==> config.mk <==
export PLATFORM = sky130hd
export DESIGN_NAME = wb_sequencer_flat
export DESIGN_NICKNAME = d
export VERILOG_FILES = /design/src/rtl/wb_pkg.sv /design/src/rtl/wb_sequencer_if.sv /design/src/rtl/wb_kind_decode.sv /design/src/rtl/wb_sequencer.sv /design/src/flat_wrapper.sv
export SDC_FILE = /design/constraint.sdc
export NUM_CORES = 1
export LEC_CHECK = 0
export ABC_CLOCK_PERIOD_IN_PS = 1750
export CAP_MARGIN = 20
export CORE_ASPECT_RATIO = 0.5
export CORE_MARGIN = 10
export CORE_UTILIZATION = 50
export CTS_BUF_LIST = sky130_fd_sc_hd__clkbuf_4
export CTS_CLUSTER_DIAMETER = 50
export DETAILED_ROUTE_END_ITERATION = 10
export PLACE_DENSITY = 0.81
export SYNTH_ARGS = -nofsm -noshare
export SYNTH_HDL_FRONTEND = slang
export SYNTH_HIERARCHICAL = 1
export SYNTH_SLANG_ARGS = --single-unit
export TNS_END_PERCENT = 20
==> constraint.sdc <==
create_clock -name clk -period 1.75 [get_ports clk]
set_input_delay 0.4375 -clock clk [delete_from_list [all_inputs] [get_ports clk]]
set_output_delay 0.4375 -clock clk [all_outputs]
set_load 0.01 [all_outputs]
==> src/rtl/wb_pkg.sv <==
// Shared codes for the writeback sequencer: kind and mux encodings, shift commands,
// FSM state type and the MD wait-counter width helper.
package wb_pkg;

  typedef enum logic [3:0] {
    K_ALU  = 4'd0,  K_LOAD = 4'd1,  K_MFLO = 4'd2,  K_MFHI = 4'd3,
    K_SLL  = 4'd4,  K_SRL  = 4'd5,  K_SRA  = 4'd6,  K_SLLV = 4'd7,
    K_SRLV = 4'd8,  K_SRAV = 4'd9,  K_SLT  = 4'd10, K_LUI  = 4'd11,
    K_SEXT = 4'd12, K_MOVA = 4'd13, K_MOVB = 4'd14, K_ILLEGAL = 4'd15
  } wb_kind_e;

  typedef enum logic [3:0] {
    SRC_ALU   = 4'd0, SRC_SLS  = 4'd1, SRC_LO   = 4'd2, SRC_HI   = 4'd3,
    SRC_SHREG = 4'd4, SRC_LT   = 4'd5, SRC_SEXT = 4'd6, SRC_LUI  = 4'd7,
    SRC_REGA  = 4'd8, SRC_REGB = 4'd9
  } data_src_e;

  typedef enum logic [2:0] {
    SH_NOP = 3'b000, SH_LD = 3'b001, SH_SLL = 3'b010, SH_SRL = 3'b011, SH_SRA = 3'b100
  } shift_ctrl_e;

  typedef enum logic [1:0] {
    CLS_SIMPLE, CLS_MULDIV, CLS_SHIFT, CLS_ILLEGAL
  } wb_class_e;

  typedef enum logic [2:0] {
    S_IDLE, S_WAIT_MD, S_SH_LOAD, S_SH_OP, S_WRITE, S_ERR
  } state_e;

  typedef struct packed {
    data_src_e   data_src;
    wb_class_e   cls;
    shift_ctrl_e shift_op;
    logic        shift_src;
  } decode_t;

  localparam int unsigned MD_TIMEOUT_DEFAULT = 64;

  function automatic int unsigned md_cnt_w(input int unsigned timeout);
    return $clog2(timeout + 1);
  endfunction

endpackage

==> src/rtl/wb_sequencer_if.sv <==
// Control-side bundle of the writeback sequencer: request/status from the main
// control FSM and the mux/shift/regfile controls it produces.
interface wb_sequencer_if;
  logic       start;
  logic [3:0] wb_kind;
  logic       muldiv_busy;
  logic [3:0] data_src;
  logic [2:0] shift_ctrl;
  logic       shift_src;
  logic       reg_write;
  logic       busy;
  logic       done;
  logic       error;

  modport master (
    output start, wb_kind, muldiv_busy,
    input  data_src, shift_ctrl, shift_src, reg_write, busy, done, error
  );

  modport slave (
    input  start, wb_kind, muldiv_busy,
    output data_src, shift_ctrl, shift_src, reg_write, busy, done, error
  );
endinterface

==> src/rtl/wb_kind_decode.sv <==
// Combinational decode of a writeback class into mux select, sequencing class,
// shift operation and shift-amount source.
module wb_kind_decode
  import wb_pkg::*;
(
  input  logic [3:0] i_wb_kind,
  output decode_t    o_dec
);

  always_comb begin
    o_dec = '{SRC_ALU, CLS_SIMPLE, SH_NOP, 1'b0};
    case (wb_kind_e'(i_wb_kind))
      K_ALU:     o_dec = '{SRC_ALU,   CLS_SIMPLE,  SH_NOP, 1'b0};
      K_LOAD:    o_dec = '{SRC_SLS,   CLS_SIMPLE,  SH_NOP, 1'b0};
      K_MFLO:    o_dec = '{SRC_LO,    CLS_MULDIV,  SH_NOP, 1'b0};
      K_MFHI:    o_dec = '{SRC_HI,    CLS_MULDIV,  SH_NOP, 1'b0};
      K_SLL:     o_dec = '{SRC_SHREG, CLS_SHIFT,   SH_SLL, 1'b0};
      K_SRL:     o_dec = '{SRC_SHREG, CLS_SHIFT,   SH_SRL, 1'b0};
      K_SRA:     o_dec = '{SRC_SHREG, CLS_SHIFT,   SH_SRA, 1'b0};
      K_SLLV:    o_dec = '{SRC_SHREG, CLS_SHIFT,   SH_SLL, 1'b1};
      K_SRLV:    o_dec = '{SRC_SHREG, CLS_SHIFT,   SH_SRL, 1'b1};
      K_SRAV:    o_dec = '{SRC_SHREG, CLS_SHIFT,   SH_SRA, 1'b1};
      K_SLT:     o_dec = '{SRC_LT,    CLS_SIMPLE,  SH_NOP, 1'b0};
      K_LUI:     o_dec = '{SRC_LUI,   CLS_SIMPLE,  SH_NOP, 1'b0};
      K_SEXT:    o_dec = '{SRC_SEXT,  CLS_SIMPLE,  SH_NOP, 1'b0};
      K_MOVA:    o_dec = '{SRC_REGA,  CLS_SIMPLE,  SH_NOP, 1'b0};
      K_MOVB:    o_dec = '{SRC_REGB,  CLS_SIMPLE,  SH_NOP, 1'b0};
      K_ILLEGAL: o_dec = '{SRC_ALU,   CLS_ILLEGAL, SH_NOP, 1'b0};
      default:   o_dec = '{SRC_ALU,   CLS_ILLEGAL, SH_NOP, 1'b0};
    endcase
  end

endmodule

==> src/rtl/wb_sequencer.sv <==
// Writeback sequencer: accepts a decoded writeback class, runs shift or HI/LO
// wait preparation, then pulses the register write for one cycle.
module wb_sequencer
  import wb_pkg::*;
#(
  parameter int unsigned MD_TIMEOUT = MD_TIMEOUT_DEFAULT
) (
  input  logic           clk,
  input  logic           reset,
  wb_sequencer_if.slave  bus
);

  localparam int unsigned CNT_W = md_cnt_w(MD_TIMEOUT);
  localparam logic [CNT_W-1:0] CNT_LAST = CNT_W'(MD_TIMEOUT - 1);
  localparam logic [CNT_W-1:0] CNT_ONE  = CNT_W'(1);

  decode_t     w_dec;
  state_e      r_state;
  logic [CNT_W-1:0] r_cnt;
  data_src_e   r_data_src;
  shift_ctrl_e r_shift_op;
  shift_ctrl_e r_shift_ctrl;
  logic        r_shift_src;
  logic        r_reg_write;
  logic        r_busy;
  logic        r_done;
  logic        r_error;

  wb_kind_decode u_decode (
    .i_wb_kind (bus.wb_kind),
    .o_dec     (w_dec)
  );

  // Outputs are loaded on the transition into a state so they are valid for that whole state.
  always_ff @(posedge clk) begin
    if (reset) begin
      r_state      <= S_IDLE;
      r_cnt        <= '0;
      r_data_src   <= SRC_ALU;
      r_shift_op   <= SH_NOP;
      r_shift_ctrl <= SH_NOP;
      r_shift_src  <= 1'b0;
      r_reg_write  <= 1'b0;
      r_busy       <= 1'b0;
      r_done       <= 1'b0;
      r_error      <= 1'b0;
    end else begin
      r_shift_ctrl <= SH_NOP;
      r_reg_write  <= 1'b0;
      r_done       <= 1'b0;
      r_error      <= 1'b0;
      r_busy       <= 1'b1;
      case (r_state)
        S_IDLE: begin
          r_busy <= 1'b0;
          if (bus.start) begin
            r_busy      <= 1'b1;
            r_cnt       <= '0;
            r_shift_op  <= w_dec.shift_op;
            r_shift_src <= w_dec.shift_src;
            if (w_dec.cls != CLS_ILLEGAL) r_data_src <= w_dec.data_src;
            case (w_dec.cls)
              CLS_SIMPLE: begin
                r_state     <= S_WRITE;
                r_reg_write <= 1'b1;
                r_done      <= 1'b1;
              end
              CLS_MULDIV: begin
                if (bus.muldiv_busy) begin
                  r_state <= S_WAIT_MD;
                end else begin
                  r_state     <= S_WRITE;
                  r_reg_write <= 1'b1;
                  r_done      <= 1'b1;
                end
              end
              CLS_SHIFT: begin
                r_state      <= S_SH_LOAD;
                r_shift_ctrl <= SH_LD;
              end
              default: begin
                r_state <= S_ERR;
                r_error <= 1'b1;
              end
            endcase
          end
        end
        S_WAIT_MD: begin
          if (!bus.muldiv_busy) begin
            r_state     <= S_WRITE;
            r_reg_write <= 1'b1;
            r_done      <= 1'b1;
          end else begin
            r_cnt <= r_cnt + CNT_ONE;
            if (r_cnt == CNT_LAST) begin
              r_state <= S_ERR;
              r_error <= 1'b1;
            end
          end
        end
        S_SH_LOAD: begin
          r_state      <= S_SH_OP;
          r_shift_ctrl <= r_shift_op;
        end
        S_SH_OP: begin
          r_state     <= S_WRITE;
          r_reg_write <= 1'b1;
          r_done      <= 1'b1;
        end
        default: begin
          r_state <= S_IDLE;
          r_busy  <= 1'b0;
        end
      endcase
    end
  end

  assign bus.data_src   = r_data_src;
  assign bus.shift_ctrl = r_shift_ctrl;
  assign bus.shift_src  = r_shift_src;
  assign bus.reg_write  = r_reg_write;
  assign bus.busy       = r_busy;
  assign bus.done       = r_done;
  assign bus.error      = r_error;

endmodule
==> src/flat_wrapper.sv <==
// flat-port wrapper written by rule: the top's interface ports become plain ports
module wb_sequencer_flat import wb_pkg::*;
#(
  parameter int unsigned MD_TIMEOUT = MD_TIMEOUT_DEFAULT
)
  (clk, reset, bus_start, bus_wb_kind, bus_muldiv_busy, bus_data_src, bus_shift_ctrl, bus_shift_src, bus_reg_write, bus_busy, bus_done, bus_error);
  wb_sequencer_if bus_i ();
  input  logic clk;
  input  logic reset;
  input wire logic [$bits(bus_i.start)-1:0] bus_start;
  input wire logic [$bits(bus_i.wb_kind)-1:0] bus_wb_kind;
  input wire logic [$bits(bus_i.muldiv_busy)-1:0] bus_muldiv_busy;
  output wire logic [$bits(bus_i.data_src)-1:0] bus_data_src;
  output wire logic [$bits(bus_i.shift_ctrl)-1:0] bus_shift_ctrl;
  output wire logic [$bits(bus_i.shift_src)-1:0] bus_shift_src;
  output wire logic [$bits(bus_i.reg_write)-1:0] bus_reg_write;
  output wire logic [$bits(bus_i.busy)-1:0] bus_busy;
  output wire logic [$bits(bus_i.done)-1:0] bus_done;
  output wire logic [$bits(bus_i.error)-1:0] bus_error;
  assign bus_i.start = bus_start;
  assign bus_i.wb_kind = bus_wb_kind;
  assign bus_i.muldiv_busy = bus_muldiv_busy;
  assign bus_data_src = bus_i.data_src;
  assign bus_shift_ctrl = bus_i.shift_ctrl;
  assign bus_shift_src = bus_i.shift_src;
  assign bus_reg_write = bus_i.reg_write;
  assign bus_busy = bus_i.busy;
  assign bus_done = bus_i.done;
  assign bus_error = bus_i.error;
  wb_sequencer #(.MD_TIMEOUT(MD_TIMEOUT)) u_core (.clk(clk), .reset(reset), .bus(bus_i));
endmodule
==> Word-level counts from Yosys, hierarchy flattened <==
Memory sizes are Yosys's and may differ from the RTL's.
Cells that the tools add are included.
{ "word_totals": {"register_bits": 24, "n_memories": 1, "mem_bits_ro": 160, "input_bits": 8, "out_inout_bits": 12} }
{ "memory_table": {"columns": ["memory", "depth", "word_bits", "read_ports", "rd_ports_with_merged_regs", "write_ports", "line_no", "text"], "rows": [
  ["(name not given)", 16, 10, 1, 0, 0, "wb_kind_decode.sv:12", "case (wb_kind_e'(i_wb_kind))"]
]} }
{ "classes": {"n_addsub": 1, "eq_ne": 10, "n_reduce_logical": 9, "muxes": 23} }
{ "ops": {"columns": ["op", "count"], "rows": [
  ["$mux 3", 5],
  ["$mux 7", 2],
  ["$pmux 7 s2", 1],
  ["$pmux 3 s4", 1],
  ["$pmux 3 s3", 1],
  ["$mux 1", 8],
  ["$add 7x1->7 const B", 1],
  ["$eq 7x6->1 const B", 1],
  ["$eq 3x2->1 const B", 2],
  ["$ne 2x2->1 const B", 3],
  ["$pmux 1 s2", 3],
  ["$pmux 3 s2", 1],
  ["$reduce_and 3->1", 2],
  ["$reduce_or 3->1", 2],
  ["$reduce_and 2->1", 2],
  ["$eq 3x1->1 const B", 1],
  ["$logic_not 3->1", 1],
  ["$ne 3x2->1 const B", 1],
  ["$pmux 1 s3", 1],
  ["$eq 2x1->1 const B", 1],
  ["$eq 2x2->1 const B", 1],
  ["$logic_not 2->1", 1],
  ["$reduce_bool 2->1", 1]
]} }

==> Depth between registers and ports, before layout <==
Gate-level depths: netlist of run 1.
An unclocked memory read counts as a cell.
{ "depth": {"depth_word": 6, "mapped_depth": 6, "mapped_depth_nobuf": 6} }

==> Cells and area by module <==
The synthesis of run 1 kept the hierarchy.
{ "modules_own_cells": {"columns": ["module", "area_each_um2", "cells_per_inst", "n_inst"], "rows": [
  ["wb_sequencer", 1117.3, 124, 1],
  ["wb_kind_decode", 221.5, 31, 1]
]} }

==> Worst setup path after synthesis of run 1 <==
Ideal clock, no wire load.
{ "synth_path": {"path_type": "input to register", "from": "in bus_wb_kind[3]", "to": "reg u_core.r_error (netlist: u_core/bus.error)", "t_arrival_ns": 1.567, "setup_slack_ns": 0.080, "path_stages": 5, "required_time_ns": 1.647, "setup_ns": 0.103, "path_cell_list": "buf_6 > o31ai_1 > and2_1 > nand2_1 > a2111oi_2"} }
{ "synth_rtl": {"columns": ["element", "line_no", "text"], "rows": [
  ["start: declaration", "flat_wrapper.sv:11", "input wire logic [$bits(bus_i.wb_kind)-1:0] bus_wb_kind;"],
  ["end signal: assignment", "wb_sequencer.sv:46", "r_error <= 1'b0;"],
  ["end signal: assignment", "wb_sequencer.sv:51", "r_error <= 1'b0;"],
  ["end signal: assignment", "wb_sequencer.sv:83", "r_error <= 1'b1;"],
  ["end: declaration", "wb_sequencer.sv:27", "logic r_error;"]
]} }

==> Worst setup path in the final report of run 1 <==
{ "layout_path": {"from": "in bus_start", "to": "reg u_core.r_cnt[3]"} }
{ "layout_via": {"elab_chain_len": 2} }
{ "layout_lines": {"columns": ["element", "line_no", "text"], "rows": [
  ["start: declaration", "flat_wrapper.sv:10", "input wire logic [$bits(bus_i.start)-1:0] bus_start;"],
  ["$ne 2x2->1 (no line)", null, null],
  ["$reduce_and 3->1 (no line)", null, null],
  ["end signal: assignment", "wb_sequencer.sv:94", "r_cnt <= r_cnt + CNT_ONE;"],
  ["end: declaration", "wb_sequencer.sv:19", "logic [CNT_W-1:0] r_cnt;"]
]} }
No other way between the ends.
A chain may end at the register's enable or synchronous reset.

==> impl_metrics.yaml, run 1 <==
run:
  drv_cap: 0
logic_synthesis:
  syn_area_um2: 1340
  synth-compound-area-share_pct: 21.9
  synth-simple-area-share_pct: 27.9
  synth_top_family_by_area: "simple AND/OR/NAND/NOR gates"
  syn_nets: 168
  syn_inst: 155
  synthXorXnorAreaFrac_pct: 0.654
  syn_avg_cell_area_um2: 8.64
  synth-async-reset-ratio_pct: 0
  synth_mux_area_share_pct: 2.99
  synth_ff_type: "dfxtp_1"
  synth_cell_type_count: 44
  synth_seq_area_share_pct: 35.9
  synth_edf_count: 0
  ys_warn_count: 6
  synth_seq_cells: 24
  synth-adder-area-share_pct: 4.67
worst_setup_path:
  critPathLaunchType: "primary input"
  worstPathArrival_ns: 1.95
  cp-endpoint: "u_core/r_cnt[3]"
  required_ns: 1.97
  reg2reg_depth: 5
  rr_startpoint: "u_core/r_state[0]"
  r2r_setup_slack_ns: 0.07
  r2r-end: "u_core/r_cnt[3]"
  startpoint: "bus_start"
  crit_fanout: 6
  critPathKind: "primary input to flip-flop"
  cp-end-kind: "flip-flop"
place:
  hpwlAfterDp_um: 2490
  detailed_place.area_um2: 1710
  dp.cells: 226
  io_buffers: 19
  pre_cts_slack_ns: -0.444
  place.gp.congestion: 0.840
clock_tree:
  cts-root-buf: "clkbuf_4"
  clock_latency_ns: 0.33
  cts_tree: "done"
  numCtsBuffers: 3
  clk_pin_slew_ns: 0.15
  holdBufCountCts: 0
  cts_num_sinks: 24
  htree_levels: 1
  cts.path.max_buffers: 2
route:
  drc: 0
  vias: 1298
  avgRoutedWirePerCell_um: 14.4
  ant_nets: 0
  drt_iter0_markers: 100
  via_per_inst: 5.55
  routed_wirelength_um: 3370
  drt_first_pass_iters: 4
timing:
  worst_pin_slew_ns: 0.408
  setup_viol: 0
  max_freq_mhz: 576
  relSlewSlack_pct: 72.4
  setup_ws_ns: 0.0140
  slew_violations: 0
  fin_crit_ns: 1.74
  fin_skew_ns: 0.0119
  timing.final.hold_violations: 0
  whs_ns: 0.466
  rsz0062_at_grt: "no"
  fin_setup_tns_ns: 0
  finalCritPeriodShare_pct: 99.2
layout:
  layout-drive-gt1-share_pct: 24.4
  utilization_pct: 71.0
  instances_no_fill: 234
  num_antenna_cells: 0
  finalInstanceArea_um2: 1830
  area_growth_pct: 36.4
  fin_nets: 211
global_routing:
  grt_max_degree: 15
  antenna_found_initial: 0
  grt_pass1_wl_um: 5600
  grt_pass1_vias: 1212
  overflow: 0
  grt.total_usage_pct: 12.6
pwr:
  power_density_nw_per_um2: 725
  power_mw: 1.32
  peakVddDrop_mv: 0.353
  leakagePower_nw: 0.754
floorplan:
  rows: 13
  die_x_um: 93.2
  dieArea_um2: 5270
  die_y_um: 56.6
  coreArea_um2: 2570
  pin_count: 20
  initial_utilization_pct: 52.1
worst_hold_path:
  min_path_type: "flip-flop to flip-flop"
run_status:
  status: "completed"
==> cell usage after synthesis, types with 5 or more instances <==
cell type | n | area, µm²
a21oi_1 | 16 | 80.1
buf_2 | 5 | 25.0
dfxtp_1 | 24 | 480
ha_1 | 5 | 62.6
inv_1 | 6 | 22.5
nand2_1 | 14 | 52.6
nand3_1 | 9 | 45.0
nor2_1 | 6 | 22.5
o21ai_0 | 7 | 35.0
o31ai_1 | 6 | 45.0
==> metal layers <==
metal	track usage (%)	wire [µm]
met1	13.9	1440
met2	23.7	1770
met3	3.05	140
met4	2.62	19
met5	0	0
==> layout by cell type, fill, tap and decap left out, types with 3 or more instances in the layout <==
cell type,instances
nor4bb_1,3
clkdlybuf4s50_1,15
o2bb2ai_1,3
o31ai_1,5
or3_1,3
a21oi_1,16
inv_1,6
nand2_1,14
clkbuf_4,3
nor2_1,6
o21ai_0,3
buf_4,29
ha_1,4
dfxtp_1,23
o21ai_1,4
dlymetal6s2s_1,3
nand3_1,9
and3_1,4
nor2b_1,4
a21o_1,3
mux2i_1,4
==> kinds of logic after synthesis <==
family	Yosys count
simple gates	61
compound gates	43
flops	24
buf+inv	17
fa+ha+maj	5
mux	4
xor+xnor	1
==> power breakdown <==
part,internal [mW],switching (mW),total [mW]
clock network,0.232,0.182,0.414
logic,0.165,0.149,0.315
registers,0.570,0.0251,0.595
==> registers in the layout (all words and copies together) (netlist names) <==
name / flops
u_core/bus.shift_src: 1
u_core/bus.error: 1
u_core/bus.data_src: 4
u_core/r_state: 3
u_core/r_shift_op: 3
u_core/bus.busy: 1
u_core/bus.shift_ctrl: 3
u_core/r_cnt: 7
u_core/bus.done: 1
==> timing repair <==
item | CTS | global route
pin swaps | 1 | 4
setup buffers | 0 | 4
gates resized for setup | 4 | 12
endpoints found under the setup margin | 8 | 9
==> area by class of cell <==
| type | instances | area (µm²) |
|---|---|---|
| fillers | 212 | 744 |
| well taps | 37 | 46.3 |
| multi-input cells | 114 | 796 |
| inverters | 6 | 22.5 |
| repair buffers | 49 | 427 |
| flip-flops and latches | 24 | 482 |
| clock buffers | 3 | 22.5 |
| clock inverters | 1 | 30.0 |
==> critical path: stages <==
cell             delay [ns]
clkdlybuf4s50_1        0.51
or4b_4                 0.48
buf_4                  0.16
buf_4                  0.15
nand2_1                0.15
a21oi_1                0.06
==> worst min-delay path by stage <==
stage                               startpoint                   end  slack [ns]  cells after the start
after floorplan           u_core/r_shift_op[1]  u_core/r_shift_op[1]        0.43                      2
after global placement    u_core/r_shift_op[1]  u_core/r_shift_op[1]        0.44                      2
after detailed placement  u_core/r_shift_op[2]  u_core/r_shift_op[2]        0.45                      2
after CTS                 u_core/bus.shift_src  u_core/bus.shift_src        0.47                      2
after global routing      u_core/r_shift_op[1]  u_core/r_shift_op[1]        0.50                      2
final                     u_core/bus.shift_src  u_core/bus.shift_src        0.47                      2
(Power assumes the default switching activity.)
==> run 2: changes to the inputs <==
--- a/config.mk
+++ b/config.mk
@@ -14,6 +14,7 @@
 export CTS_CLUSTER_DIAMETER = 50
 export DETAILED_ROUTE_END_ITERATION = 10
 export PLACE_DENSITY = 0.81
+export SLEW_MARGIN = 20
 export SYNTH_ARGS = -nofsm -noshare
 export SYNTH_HDL_FRONTEND = slang
 export SYNTH_HIERARCHICAL = 1
==> results of run 2 <==
Final layout, timing and power as in run 1 (identical DEF).
